<file path="src/rtl/riscv_irq_ctrl_pkg.sv">
// riscv_irq_ctrl_pkg: register map offsets and source ID type shared by the interrupt controller
package riscv_irq_ctrl_pkg;
  localparam int unsigned ENABLE_OFF = 32'h00;
  localparam int unsigned MODE_OFF   = 32'h04;
  localparam int unsigned THRESH_OFF = 32'h08;
  localparam int unsigned CLAIM_OFF  = 32'h0C;
  localparam int unsigned PEND_OFF   = 32'h10;
  localparam int unsigned PRIO_BASE  = 32'h20;
  // The ID type is sized for the largest legal NUM_SRC so one package serves every instance.
  localparam int unsigned MAX_SRC    = 31;
  typedef logic [$clog2(MAX_SRC+1)-1:0] irq_id_t;
endpackage

</file>
<file path="src/rtl/riscv_irq_arbiter.sv">
// riscv_irq_arbiter: picks the highest-priority eligible source, ties to lowest ID
//   elig_i  eligible source mask (bit i = ID i+1)
//   prio_i  per-source priority
//   valid_o any source eligible
//   id_o    best source ID (0 when none)
module riscv_irq_arbiter
  import riscv_irq_ctrl_pkg::*;
#(
  parameter int NUM_SRC = 8,
  parameter int PRIO_W  = 3
) (
  input  logic [NUM_SRC-1:0]             elig_i,
  input  logic [NUM_SRC-1:0][PRIO_W-1:0] prio_i,
  output logic                           valid_o,
  output irq_id_t                        id_o
);
  logic [PRIO_W-1:0] best_p;
  // Ascending scan with strict compare keeps the lowest ID on equal priority.
  always_comb begin
    valid_o = 1'b0;
    id_o    = '0;
    best_p  = '0;
    for (int i = 0; i < NUM_SRC; i++)
      if (elig_i[i] && (!valid_o || prio_i[i] > best_p)) begin
        valid_o = 1'b1;
        id_o    = irq_id_t'(i + 1);
        best_p  = prio_i[i];
      end
  end
endmodule

</file>
<file path="src/rtl/riscv_irq_ctrl.sv">
// riscv_irq_ctrl: platform interrupt controller driving the core's machine external interrupt
//   clk_i/rst_ni  clock, asynchronous active-low reset
//   src_i         raw requests, bit i = source ID i+1
//   addr_i/we_i/wdata_i/re_i/rdata_o  word-addressed register port (CLAIM read has side effects)
//   e_intr_o      registered interrupt request
//   IRQ_SYNC_EN   when defined, src_i passes a 2-flop synchroniser before edge/level detection
module riscv_irq_ctrl
  import riscv_irq_ctrl_pkg::*;
#(
  parameter int NUM_SRC = 8,
  parameter int PRIO_W  = 3,
  parameter int ADDRW   = 12,
  parameter int DW      = 32
) (
  input  logic               clk_i,
  input  logic               rst_ni,
  input  logic [NUM_SRC-1:0] src_i,
  input  logic [ADDRW-1:0]   addr_i,
  input  logic               we_i,
  input  logic [DW-1:0]      wdata_i,
  input  logic               re_i,
  output logic [DW-1:0]      rdata_o,
  output logic               e_intr_o
);
  logic [NUM_SRC-1:0]             en_q, mode_q, pend_q, ins_q, hist_q;
  logic [NUM_SRC-1:0]             pend_d, ins_d, s, elig, claim_oh, cmp_oh;
  logic [NUM_SRC-1:0][PRIO_W-1:0] prio_q;
  logic [PRIO_W-1:0]              th_q;
  logic [ADDRW-1:0]               a;
  logic                           irq_q, valid, claim, cmp;
  irq_id_t                        best;
`ifdef IRQ_SYNC_EN
  logic [NUM_SRC-1:0] sync1_q, sync2_q;
  always_ff @(posedge clk_i or negedge rst_ni)
    if (!rst_ni) begin
      sync1_q <= '0;
      sync2_q <= '0;
    end else begin
      sync1_q <= src_i;
      sync2_q <= sync1_q;
    end
  assign s = sync2_q;
`else
  assign s = src_i;
`endif
  assign a     = addr_i & ~ADDRW'(3);
  assign claim = re_i && a == ADDRW'(CLAIM_OFF);
  assign cmp   = we_i && a == ADDRW'(CLAIM_OFF);
  always_comb
    for (int i = 0; i < NUM_SRC; i++) begin
      elig[i]     = pend_q[i] & en_q[i] & ~ins_q[i] & (prio_q[i] > th_q);
      claim_oh[i] = claim && valid && best == irq_id_t'(i + 1);
      cmp_oh[i]   = cmp && wdata_i == DW'(i + 1);
    end
  riscv_irq_arbiter #(.NUM_SRC(NUM_SRC), .PRIO_W(PRIO_W)) u_arb (
    .elig_i (elig),
    .prio_i (prio_q),
    .valid_o(valid),
    .id_o   (best)
  );
  // New events are ORed in after the claim clear so an edge in the claim cycle stays pending.
  assign pend_d = (pend_q & ~claim_oh) | (s & (~mode_q | ~hist_q));
  assign ins_d  = (ins_q & ~cmp_oh) | claim_oh;
  always_comb begin
    rdata_o = a == ADDRW'(ENABLE_OFF) ? DW'(en_q)   :
              a == ADDRW'(MODE_OFF)   ? DW'(mode_q) :
              a == ADDRW'(THRESH_OFF) ? DW'(th_q)   :
              a == ADDRW'(CLAIM_OFF)  ? DW'(best)   :
              a == ADDRW'(PEND_OFF)   ? DW'(pend_q) : '0;
    for (int i = 0; i < NUM_SRC; i++)
      if (a == ADDRW'(PRIO_BASE + 4 * i)) rdata_o = DW'(prio_q[i]);
  end
  always_ff @(posedge clk_i or negedge rst_ni)
    if (!rst_ni) begin
      en_q   <= '0;
      mode_q <= '0;
      th_q   <= '0;
      prio_q <= '0;
      pend_q <= '0;
      ins_q  <= '0;
      hist_q <= '0;
      irq_q  <= 1'b0;
    end else begin
      pend_q <= pend_d;
      ins_q  <= ins_d;
      hist_q <= s;
      irq_q  <= valid;
      if (we_i) begin
        if (a == ADDRW'(ENABLE_OFF)) en_q <= wdata_i[NUM_SRC-1:0];
        if (a == ADDRW'(MODE_OFF)) mode_q <= wdata_i[NUM_SRC-1:0];
        if (a == ADDRW'(THRESH_OFF)) th_q <= wdata_i[PRIO_W-1:0];
        for (int i = 0; i < NUM_SRC; i++)
          if (a == ADDRW'(PRIO_BASE + 4 * i)) prio_q[i] <= wdata_i[PRIO_W-1:0];
      end
    end
  assign e_intr_o = irq_q;
endmodule

</file>
<file path="config.mk">
export PLATFORM = sky130hd
export DESIGN_NAME = riscv_irq_ctrl
export DESIGN_NICKNAME = d
export VERILOG_FILES = /design/src/rtl/riscv_irq_ctrl_pkg.sv /design/src/rtl/riscv_irq_arbiter.sv /design/src/rtl/riscv_irq_ctrl.sv
export SDC_FILE = /design/constraint.sdc
export NUM_CORES = 1
export LEC_CHECK = 0
export CORE_ASPECT_RATIO = 0.9
export CORE_MARGIN = 3
export CORE_UTILIZATION = 35
export CTS_BUF_LIST = sky130_fd_sc_hd__clkbuf_16
export CTS_CLUSTER_SIZE = 20
export DETAILED_ROUTE_END_ITERATION = 8
export SETUP_SLACK_MARGIN = 0.5
export SYNTH_ARGS = -nofsm -noshare
export SYNTH_HDL_FRONTEND = slang
export SYNTH_HIERARCHICAL = 1
export SYNTH_SLANG_ARGS = --single-unit
</file>
<file path="constraint.sdc">
create_clock -name clk_i -period 25.3 [get_ports clk_i]
set_input_delay 2.53 -clock clk_i [delete_from_list [all_inputs] [get_ports clk_i]]
set_output_delay 2.53 -clock clk_i [all_outputs]
set_load 0.005 [all_outputs]
</file>
# After elaboration in Yosys (flattened, before gate mapping)

Index checks and enable logic that the tools add are counted.

Magnitude comparators: 15
Eq/ne operators: 28
Mux-type cells: 36
Bitwise gates (word level): 42
Reduce and logical (&&, ||, !) cells: 52

Operators with widths:

| operator              | number |
|---|---|
| $mux W32              | 7 |
| $eq A32 B3 Y1 const B | 4 |
| $eq A10 B4 Y1 const B | 8 |
| $eq A32 B2 Y1 const B | 2 |
| $mux W8               | 6 |
| $gt A3 B3 Y1          | 15 |
| $mux W3               | 11 |
| $eq A32 B1 Y1 const B | 1 |
| $eq A32 B4 Y1 const B | 1 |
| $not A8 Y8            | 4 |
| $logic_and A1 B1 Y1   | 26 |
| $and A1 B1 Y1         | 24 |
| $and A8 B8 Y8         | 3 |
| $or A8 B8 Y8          | 3 |
| $reduce_and A2 Y1     | 11 |
| $eq A10 B2 Y1 const B | 2 |
| $eq A5 B3 Y1 const B  | 4 |
| $logic_not A12 Y1     | 1 |
| $eq A10 B1 Y1 const B | 1 |
| $eq A10 B3 Y1 const B | 1 |
| $eq A5 B2 Y1 const B  | 2 |
| $mux W1               | 9 |
| $not A1 Y1            | 8 |
| $logic_not A1 Y1      | 7 |
| other kinds (5)       | 12 |

Flip-flop bits (word level): 68
Output and inout port bits: 33
Word-level logic and storage cells: 188

# Logic depth before layout (Yosys ltp)

Gate-level depths: netlist (run 1).

Depth in word-level cells: 44
Mapped depth: 62
Gate-level depth less buffers: 59

# Hierarchy

Netlist (run 1), hierarchy kept.

Modules (own cells, without submodules):

| module            | times used | cells an instance | area each (um2) | sequential area each (um2) |
|---|---|---|---|---|
| riscv_irq_ctrl    | 1          | 435               | 4146.5          | 1701.6 |
| riscv_irq_arbiter | 1          | 140               | 1023.5          | 0.0 |

# Worst setup path after synthesis (run 1)

Ideal clock, no wire load.

Kind: register to output
Start point: register th_q[2]
End point: output port rdata_o[0]
Arrival time: 10296 ps
Slack: 12474 ps
Cell stages (with the launch flop): 55
Path buffers: 2
Cells stage by stage: dfrtp_1 -> inv_1 -> ha_1 -> and3_1 -> nor4_1 -> buf_6 -> nand2_1 -> ha_1 -> and3b_1 -> o211a_1 -> nor2b_1 -> a22o_1 -> ha_1 -> and3_1 -> a21oi_1 -> o21a_1 -> a221o_1 -> a21boi_0 -> [19 not listed] -> o211ai_1 -> ha_1 -> a21o_1 -> a21oi_1 -> a2bb2oi_1 -> o221a_2 -> o22ai_1 -> ha_1 -> a21o_1 -> a21oi_1 -> a31oi_1 -> o21a_1 -> a311oi_1 -> mux2i_1 -> a21oi_1 -> a32oi_1 -> o21ai_0 -> o31a_1

Word-level cells in the longest chain between the ends: 43
Elaborated cells between the ends (all ways): 78

Ends and longest elaborated chain:

| item                                             | line                    | RTL |
|---|---|---|
| from (decl)                                      | riscv_irq_ctrl.sv:28    | `logic [PRIO_W-1:0] th_q;` |
| from (signal assigned)                           | riscv_irq_ctrl.sv:91    | `if (a == ADDRW'(THRESH_OFF)) th_q <= wdata_i[PRIO_W-1:0];` |
| $gt A3 B3 Y1 (*)                                 | riscv_irq_ctrl.sv:51    | `elig[i] = pend_q[i] & en_q[i] & ~ins_q[i] & (prio_q[i] > th_q);` |
| $and A1 B1 Y1 (*)                                | riscv_irq_ctrl.sv:51    |  |
| via elig[0]                                      | riscv_irq_ctrl.sv:26    | `logic [NUM_SRC-1:0] pend_d, ins_d, s, elig, claim_oh, cmp_oh;` |
| $mux W3 or $mux W1 (tied branches)               | riscv_irq_arbiter.sv:24 | `if (elig_i[i] && (!valid_o \|\| prio_i[i] > best_p)) begin` |
| $gt A3 B3 Y1 or $logic_not A1 Y1 (tied branches) | riscv_irq_arbiter.sv:24 |  |
| $logic_or A1 B1 Y1                               | riscv_irq_arbiter.sv:24 |  |
| $logic_and A1 B1 Y1                              | riscv_irq_arbiter.sv:24 |  |
| $mux W3 or $mux W1 (tied branches)               | riscv_irq_arbiter.sv:24 |  |
| [23 not listed]                                  | -                       |  |
| $mux W4 (*)                                      | riscv_irq_arbiter.sv:24 |  |
| via best[0]                                      | riscv_irq_ctrl.sv:31    | `irq_id_t best;` |
| $mux W8 (*)                                      | riscv_irq_ctrl.sv:68    | `a == ADDRW'(CLAIM_OFF) ? DW'(best) :` |
| $mux W8 (*)                                      | riscv_irq_ctrl.sv:67    | `a == ADDRW'(THRESH_OFF) ? DW'(th_q) :` |
| $mux W8 (*)                                      | riscv_irq_ctrl.sv:66    | `a == ADDRW'(MODE_OFF) ? DW'(mode_q) :` |
| $mux W8 (*)                                      | riscv_irq_ctrl.sv:65    | `rdata_o = a == ADDRW'(ENABLE_OFF) ? DW'(en_q) :` |
| $mux W8 (*)                                      | riscv_irq_ctrl.sv:71    | `if (a == ADDRW'(PRIO_BASE + 4 * i)) rdata_o = DW'(prio_q[i]);` |
| $mux W32 (*) (7 in series)                       | riscv_irq_ctrl.sv:71    |  |
| to (decl)                                        | riscv_irq_ctrl.sv:22    | `output logic [DW-1:0] rdata_o,` |

Mark *: on every way through the listed nets, which the timed path passes. The rest lies on a longest branch.

# Worst setup path after layout (run 1)

Start point: register th_q[2]
End point: output port rdata_o[2]

Same word-level chain as after synthesis.

==> results of run 1 <==
-- through the flow --
stage / power [W] / cells / hold slack [ns]
after global placement: 0.0001415 / 817 / 0.4885
final: 0.0002769 / 833 / 0.5013
after CTS: 0.0002781 / 833 / 0.5027
after detailed placement: 0.0001424 / 817 / 0.4938
after global routing: 0.0002858 / 833 / 0.5354
after floorplan: 0.0001293 / 598 / 0.4618
-- power breakdown --
group          switching, W  leakage (nW)  internal (W)
registers        0.00000173         0.888      0.000110
clock network     0.0000496         0.156     0.0000867
logic             0.0000151          1.60     0.0000133
total             0.0000664          2.64      0.000211
-- how the worst max path moves through the flow --
stage	from	endpoint	slack (ns)	cells past startpoint
after floorplan	th_q[2]	rdata_o[0]	12.47	54
after global placement	th_q[2]	rdata_o[2]	10.60	55
after detailed placement	th_q[2]	rdata_o[2]	10.26	55
after CTS	th_q[2]	rdata_o[2]	9.86	55
after global routing	th_q[1]	rdata_o[2]	8.82	55
final	th_q[2]	rdata_o[2]	9.75	55
-- flip-flops by register name, summed over array words and instances, names as in the netlist --
signal,flops
ins_q,8
en_q,8
th_q,3
hist_q,8
e_intr_o,1
pend_q,8
mode_q,8
prio_q,24
-- metal layers --
metal / track usage (%) / vias to the layer above / part of all wire (%)
met2: 31.60 / 148 / 48
met5: 0 / - / 0
met1: 25.27 / 2289 / 46
met3: 2.114 / 27 / 3.9
met4: 6.807 / 0 / 2.0
li1: - / 2181 / -
-- worst reg2reg max path, delay by kind of cell, from the launching register on --
family	cells	cell delay, ns
adders and majority gates	8	2.25
AOI/OAI and AO/OA	26	5.73
buffers and inverters	4	0.90
DFF	1	0.37
and+or+nand+nor	12	2.72
muxes	1	0.21
-- area by class of cell --
cell class              count  area, um^2
clock buffers               9       225.2
clock inverters             7       98.84
fillers                  1396        8048
inverters                  42       157.7
multi-input cells         445        3120
flip-flops and latches     68        1702
well taps                 193       241.5
repair buffers             69       668.1
-- cell families (layout without fill, tap and decap cells) --
family                     after synthesis  in the layout  share of synthesized area (%)
AOI/OAI and AO/OA                      142            142                          18.95
adders and majority gates               45             45                          10.89
buffers and inverters                   85            127                          8.398
DFF                                     68             68                          32.91
muxes                                   41             41                          8.737
other                                    2             25                         0.1453
and+or+nand+nor                        192            192                          19.97
-- Yosys cell counts (4+ instances only) --
library cell | number | area (um^2)
a21o_1 | 11 | 82.58
a21oi_1 | 30 | 150.1
a22o_1 | 8 | 70.07
a22oi_1 | 6 | 45.04
a32oi_1 | 5 | 43.79
and3_1 | 11 | 68.82
buf_2 | 5 | 25.02
buf_4 | 25 | 187.7
clkbuf_1 | 9 | 33.78
dfrtp_1 | 68 | 1702
ha_1 | 45 | 563.0
inv_1 | 42 | 157.7
mux2_2 | 33 | 371.6
mux2i_1 | 8 | 80.08
nand2_1 | 64 | 240.2
nand2b_1 | 7 | 43.79
nand3_1 | 14 | 70.07
nand3b_1 | 4 | 30.03
nand4_1 | 7 | 43.79
nor2_1 | 25 | 93.84
nor2b_1 | 8 | 50.05
nor3_1 | 12 | 60.06
nor4_1 | 15 | 93.84
o211ai_1 | 7 | 52.55
o21a_1 | 5 | 37.54
o21ai_0 | 30 | 150.1
==> results.cfg, run 1 <==
[setup_path]
crit_arrival_ns = 13.02
slowest_stage = clkdlybuf4s50_1
slowest_delay_ns = 0.54
worstPathRequired_ns = 22.77
cp_max_fo = 10
worstSetupPathType = reg -> out
rrSetupSlack_ns = 13.03
crit_family = compound AO/OA/AOI/OAI gates
cpMostUsedCell = ha_1
worstSetupStartpointType = flop
r2r_cells = 51
reg2reg_to = pend_q[5]
worstSetupEndpointType = output port
worst-path-buf-inv = 5
r2r-start = th_q[2]

[grt]
grt_max_degree = 69
grt_pass1_wl_mm = 24.06
grt_use_total_pct = 18.85
grt_pass1_vias = 4601
overflow = 0
antenna_found_initial = 0

[sta]
finalCritPeriodShare_pct = 61.45
hold_violations = 0
fin_skew_ns = 0.006443
maxSlewViolCount = 0
timing.setup.tns_ns = 0
period_minus_slack_ns = 15.55
setup_viol = 0
max_freq_mhz = 64.32
fin_ws_ns = 9.752
slew-limit-headroom_pct = 30.89
worstMarginPinSlew_ns = 1.033
rsz0062_at_grt = no

[floorplan]
fp-row-count = 41
die_width_um = 134.1
core_um2 = 14260
initial_core_util_pct = 36.25
die_area_um2 = 16270
fp.dieH_um = 121.3
io_pins = 89

[placement]
dp_slack_ns = 10.26
dp_hpwl_mm = 11.43
place.gp.congestion = 0.8935
port-buffer-count = 62
placed_area_um2 = 5889

[outcome]
status = finished clean

[synthesis]
ys_types = 69
syn_area_per_cell_um2 = 8.991
yosys_warnings = 6
yosysSeqAreaShare_pct = 32.91
syn-cell-area_um2 = 5170
synth_flop_cell = dfrtp_1
synth_edf_count = 0
synth-seq-cells = 68
synthCells = 575
synthArstFlopShare_pct = 100.0

[pwr]
vdd_drop_max_mv = 0.02334
power_density_nw_per_um2 = 44.57
p_leak_nw = 2.639

[clock_network]
clkTransAtPathRegs_ns = 0.06
cts_resized = 0
cts-buffers-inserted = 9
cts_max_level = 3
cts_hold_buf = 0
worstSkewPairLatency_ns = 0.34
tritoncts = built
postCtsSetupRepairBufs = 0
clk_root_buffer_cell = clkbuf_16
cts_sinks = 68
clockBufferDepth = 2

[route]
drc_errors = 0
viasPerCell = 5.576
ant_nets = 0
routedWlPerCell_um = 18.00
vias = 4645
drt_iter0_markers = 349
wl_mm = 14.99
dr.pass1.iters = 5

[min_path]
hold_start = hist_q[2]
min_to = pend_q[2]
hp-class = reg -> reg
min_path_cells = 3

[final_layout]
nNetsFinal = 736
final_common_cell = dfrtp_1
syn2layout_area_growth_pct = 20.18
final_cell_mix = dfrtp_1, nand2_1, clkdlybuf4s50_1
final_area_um2 = 6213
fin_util_pct = 43.57
n_antenna_cell = 0
layout-drive-gt1-share_pct = 11.72

[run]
cap_viol_max_count = 0
(Power assumes the default switching activity.)
==> run 2, diff against run 1 <==
Clock period 25.3 ns to 14.1 ns, I/O delays scaled along.
==> run 2 against run 1 <==
  * Routed wire length increased by 2.5%
  * Register-to-register slack got worse by 9.9 ns
  * Flip-flop and latch count unchanged
  * Clock skew hardly changed
  * Via count increased by 1.7%
  * Hold slack worse by 0.0069 ns
  * Cell count up 1.4%
  * Critical endpoint unchanged
  * Cell area rose by 4.4%
==> results.cfg, run 2 (synthesized netlist as in run 1, its figures left out) <==
[route]
vias = 4725
viasPerCell = 5.592
routedWlPerCell_um = 18.18
dr.pass1.iters = 5
drt_iter0_markers = 483
drc_errors = 0
ant_nets = 0
wl_mm = 15.37

[clock_network]
clk_root_buffer_cell = clkbuf_16
cts-buffers-inserted = 9
cts_max_level = 3
cts_hold_buf = 0
tritoncts = built
clockBufferDepth = 2
clkTransAtPathRegs_ns = 0.06
worstSkewPairLatency_ns = 0.34
cts_sinks = 68

[placement]
port-buffer-count = 62
dp_hpwl_mm = 11.39
dp.cells = 820
place.gp.congestion = 0.8773

[pwr]
vdd_drop_max_mv = 0.04916
p_leak_nw = 2.727
power_density_nw_per_um2 = 78.00

[sta]
fin_skew_ns = 0.006287
max_freq_mhz = 77.11
finalCritPeriodShare_pct = 91.97
slew-limit-headroom_pct = 31.70
worstMarginPinSlew_ns = 1.021
maxSlewViolCount = 0
rsz0062_at_grt = no
timing.setup.tns_ns = 0
setup_viol = 0
period_minus_slack_ns = 12.97
hold_violations = 0

[final_layout]
ff_latch_area_um2 = 1703
largest_reg_flops = 24
layout-drive-gt1-share_pct = 17.02
largest_register = prio_q
nNetsFinal = 749
stdcell_count = 845
final_common_cell = dfrtp_1
fillCellCount = 1354
syn2layout_area_growth_pct = 25.44
multiInputGateArea_um2 = 3279
n_antenna_cell = 0
final_cell_mix = dfrtp_1, nand2_1, clkdlybuf4s50_1
fin_util_pct = 45.47

[min_path]
hp-class = reg -> reg

[setup_path]
r2r-start = prio_q[1]
rrSetupSlack_ns = 3.10
worstSetupPathType = reg -> out
worstPathRequired_ns = 12.69
crit_path_end = rdata_o[2]
crit_arrival_ns = 11.56
cpMostUsedCell = ha_1
worstSetupStartpoint = prio_q[1]
worstSetupStartpointType = flop
cp_max_fo = 8
reg2reg_to = pend_q[5]
worstSetupEndpointType = output port
r2r_cells = 53
slowest_delay_ns = 0.55
slowest_stage = clkdlybuf4s50_1

[floorplan]
fp.dieH_um = 121.3
die_area_um2 = 16270
io_pins = 89
initial_core_util_pct = 36.25
die_width_um = 134.1
core_um2 = 14260
fp-row-count = 41

[grt]
grt_pass1_wl_mm = 24.34
grt_pass1_vias = 4616
grt_max_degree = 69
antenna_found_initial = 0
overflow = 0
grt_use_total_pct = 18.98

[run]
cap_viol_max_count = 0

[outcome]
status = finished clean
## run 2: changes by cell type in the layout (fill, tap and decap cells not counted), moves of 2 or more
cell | before | now
buf_4 | 7 | 18
a21oi_1 | 30 | 23
a21oi_2 | 0 | 7
o21a_1 | 5 | 1
o21a_2 | 0 | 4
buf_6 | 0 | 2
clkinv_4 | 2 | 0
nand2_1 | 64 | 62
nand2_2 | 2 | 4
nor2_1 | 25 | 23
o21ai_0 | 30 | 28
o21ai_2 | 1 | 3
o31ai_2 | 2 | 0
o31ai_4 | 0 | 2
## run 2: area by class of cell
cell class	instances	share of cell area [%]
clock buffer	9	3.473
sequential	68	26.26
clock inverter	6	1.621
timing repair buffer	82	11.92
inverter	42	2.431
multi-input combinational	445	50.57
tap	193	3.724
## run 2: per-stage QoR
| stage | area [um^2] | hold slack [ns] | total power [W] | worst slack (ns) |
|---|---|---|---|---|
| 5_1_grt | 6485 | 0.5488 | 0.0005223 | 0.4324 |
| 3_3_place_gp | 5912 | 0.4915 | 0.0002544 | 0.5848 |
| 4_1_cts | 6284 | 0.4938 | 0.0005079 | 0.5610 |
| 3_5_place_dp | 5912 | 0.4861 | 0.0002558 | 0.1972 |
| 6_report | 6485 | 0.4944 | 0.0005058 | 1.132 |
| 2_1_floorplan | 5256 | 0.4618 | 0.0002320 | 2.394 |
## run 2: per-layer routing
metal  global-route usage (%)  vias up  routed length [um]
li1                         -     2218                   -
met5                        0        -                   0
met1                    25.24     2299                6819
met3                    2.156       24                 804
met2                    31.53      184                7373
met4                    7.888        0                 367
## run 2: how the worst min path moves through the flow
stage,startpoint,to,cells after the start
3_3_place_gp,hist_q[1],pend_q[1],3
4_1_cts,hist_q[1],pend_q[1],3
3_5_place_dp,hist_q[1],pend_q[1],3
5_1_grt,en_q[3],en_q[3],1
2_1_floorplan,ins_q[3],ins_q[3],2
6_report,hist_q[1],pend_q[1],3
## run 2: what timing repair did
item                                   CTS  global route
setup endpoints to repair                3             3
setup buffers                            0            10
endpoints found under the hold margin    0             0
gates resized for setup                  8            29
pin swaps                                0            10
## run 2: critical path, delay by kind of cell, from the launching register on
kind / cells / cell delay (ns)
buf+inv: 6 / 1.21
fa+ha+maj: 8 / 2.19
flops: 1 / 0.45
simple gates: 10 / 1.63
compound gates: 30 / 5.40
mux: 2 / 0.33
## run 2: where the power goes
group / total (W) / switching [W] / internal (W)
logic: 0.0000533 / 0.0000285 / 0.0000248
registers: 0.000201 / 0.00000295 / 0.000198
clock network: 0.000251 / 0.0000809 / 0.000170
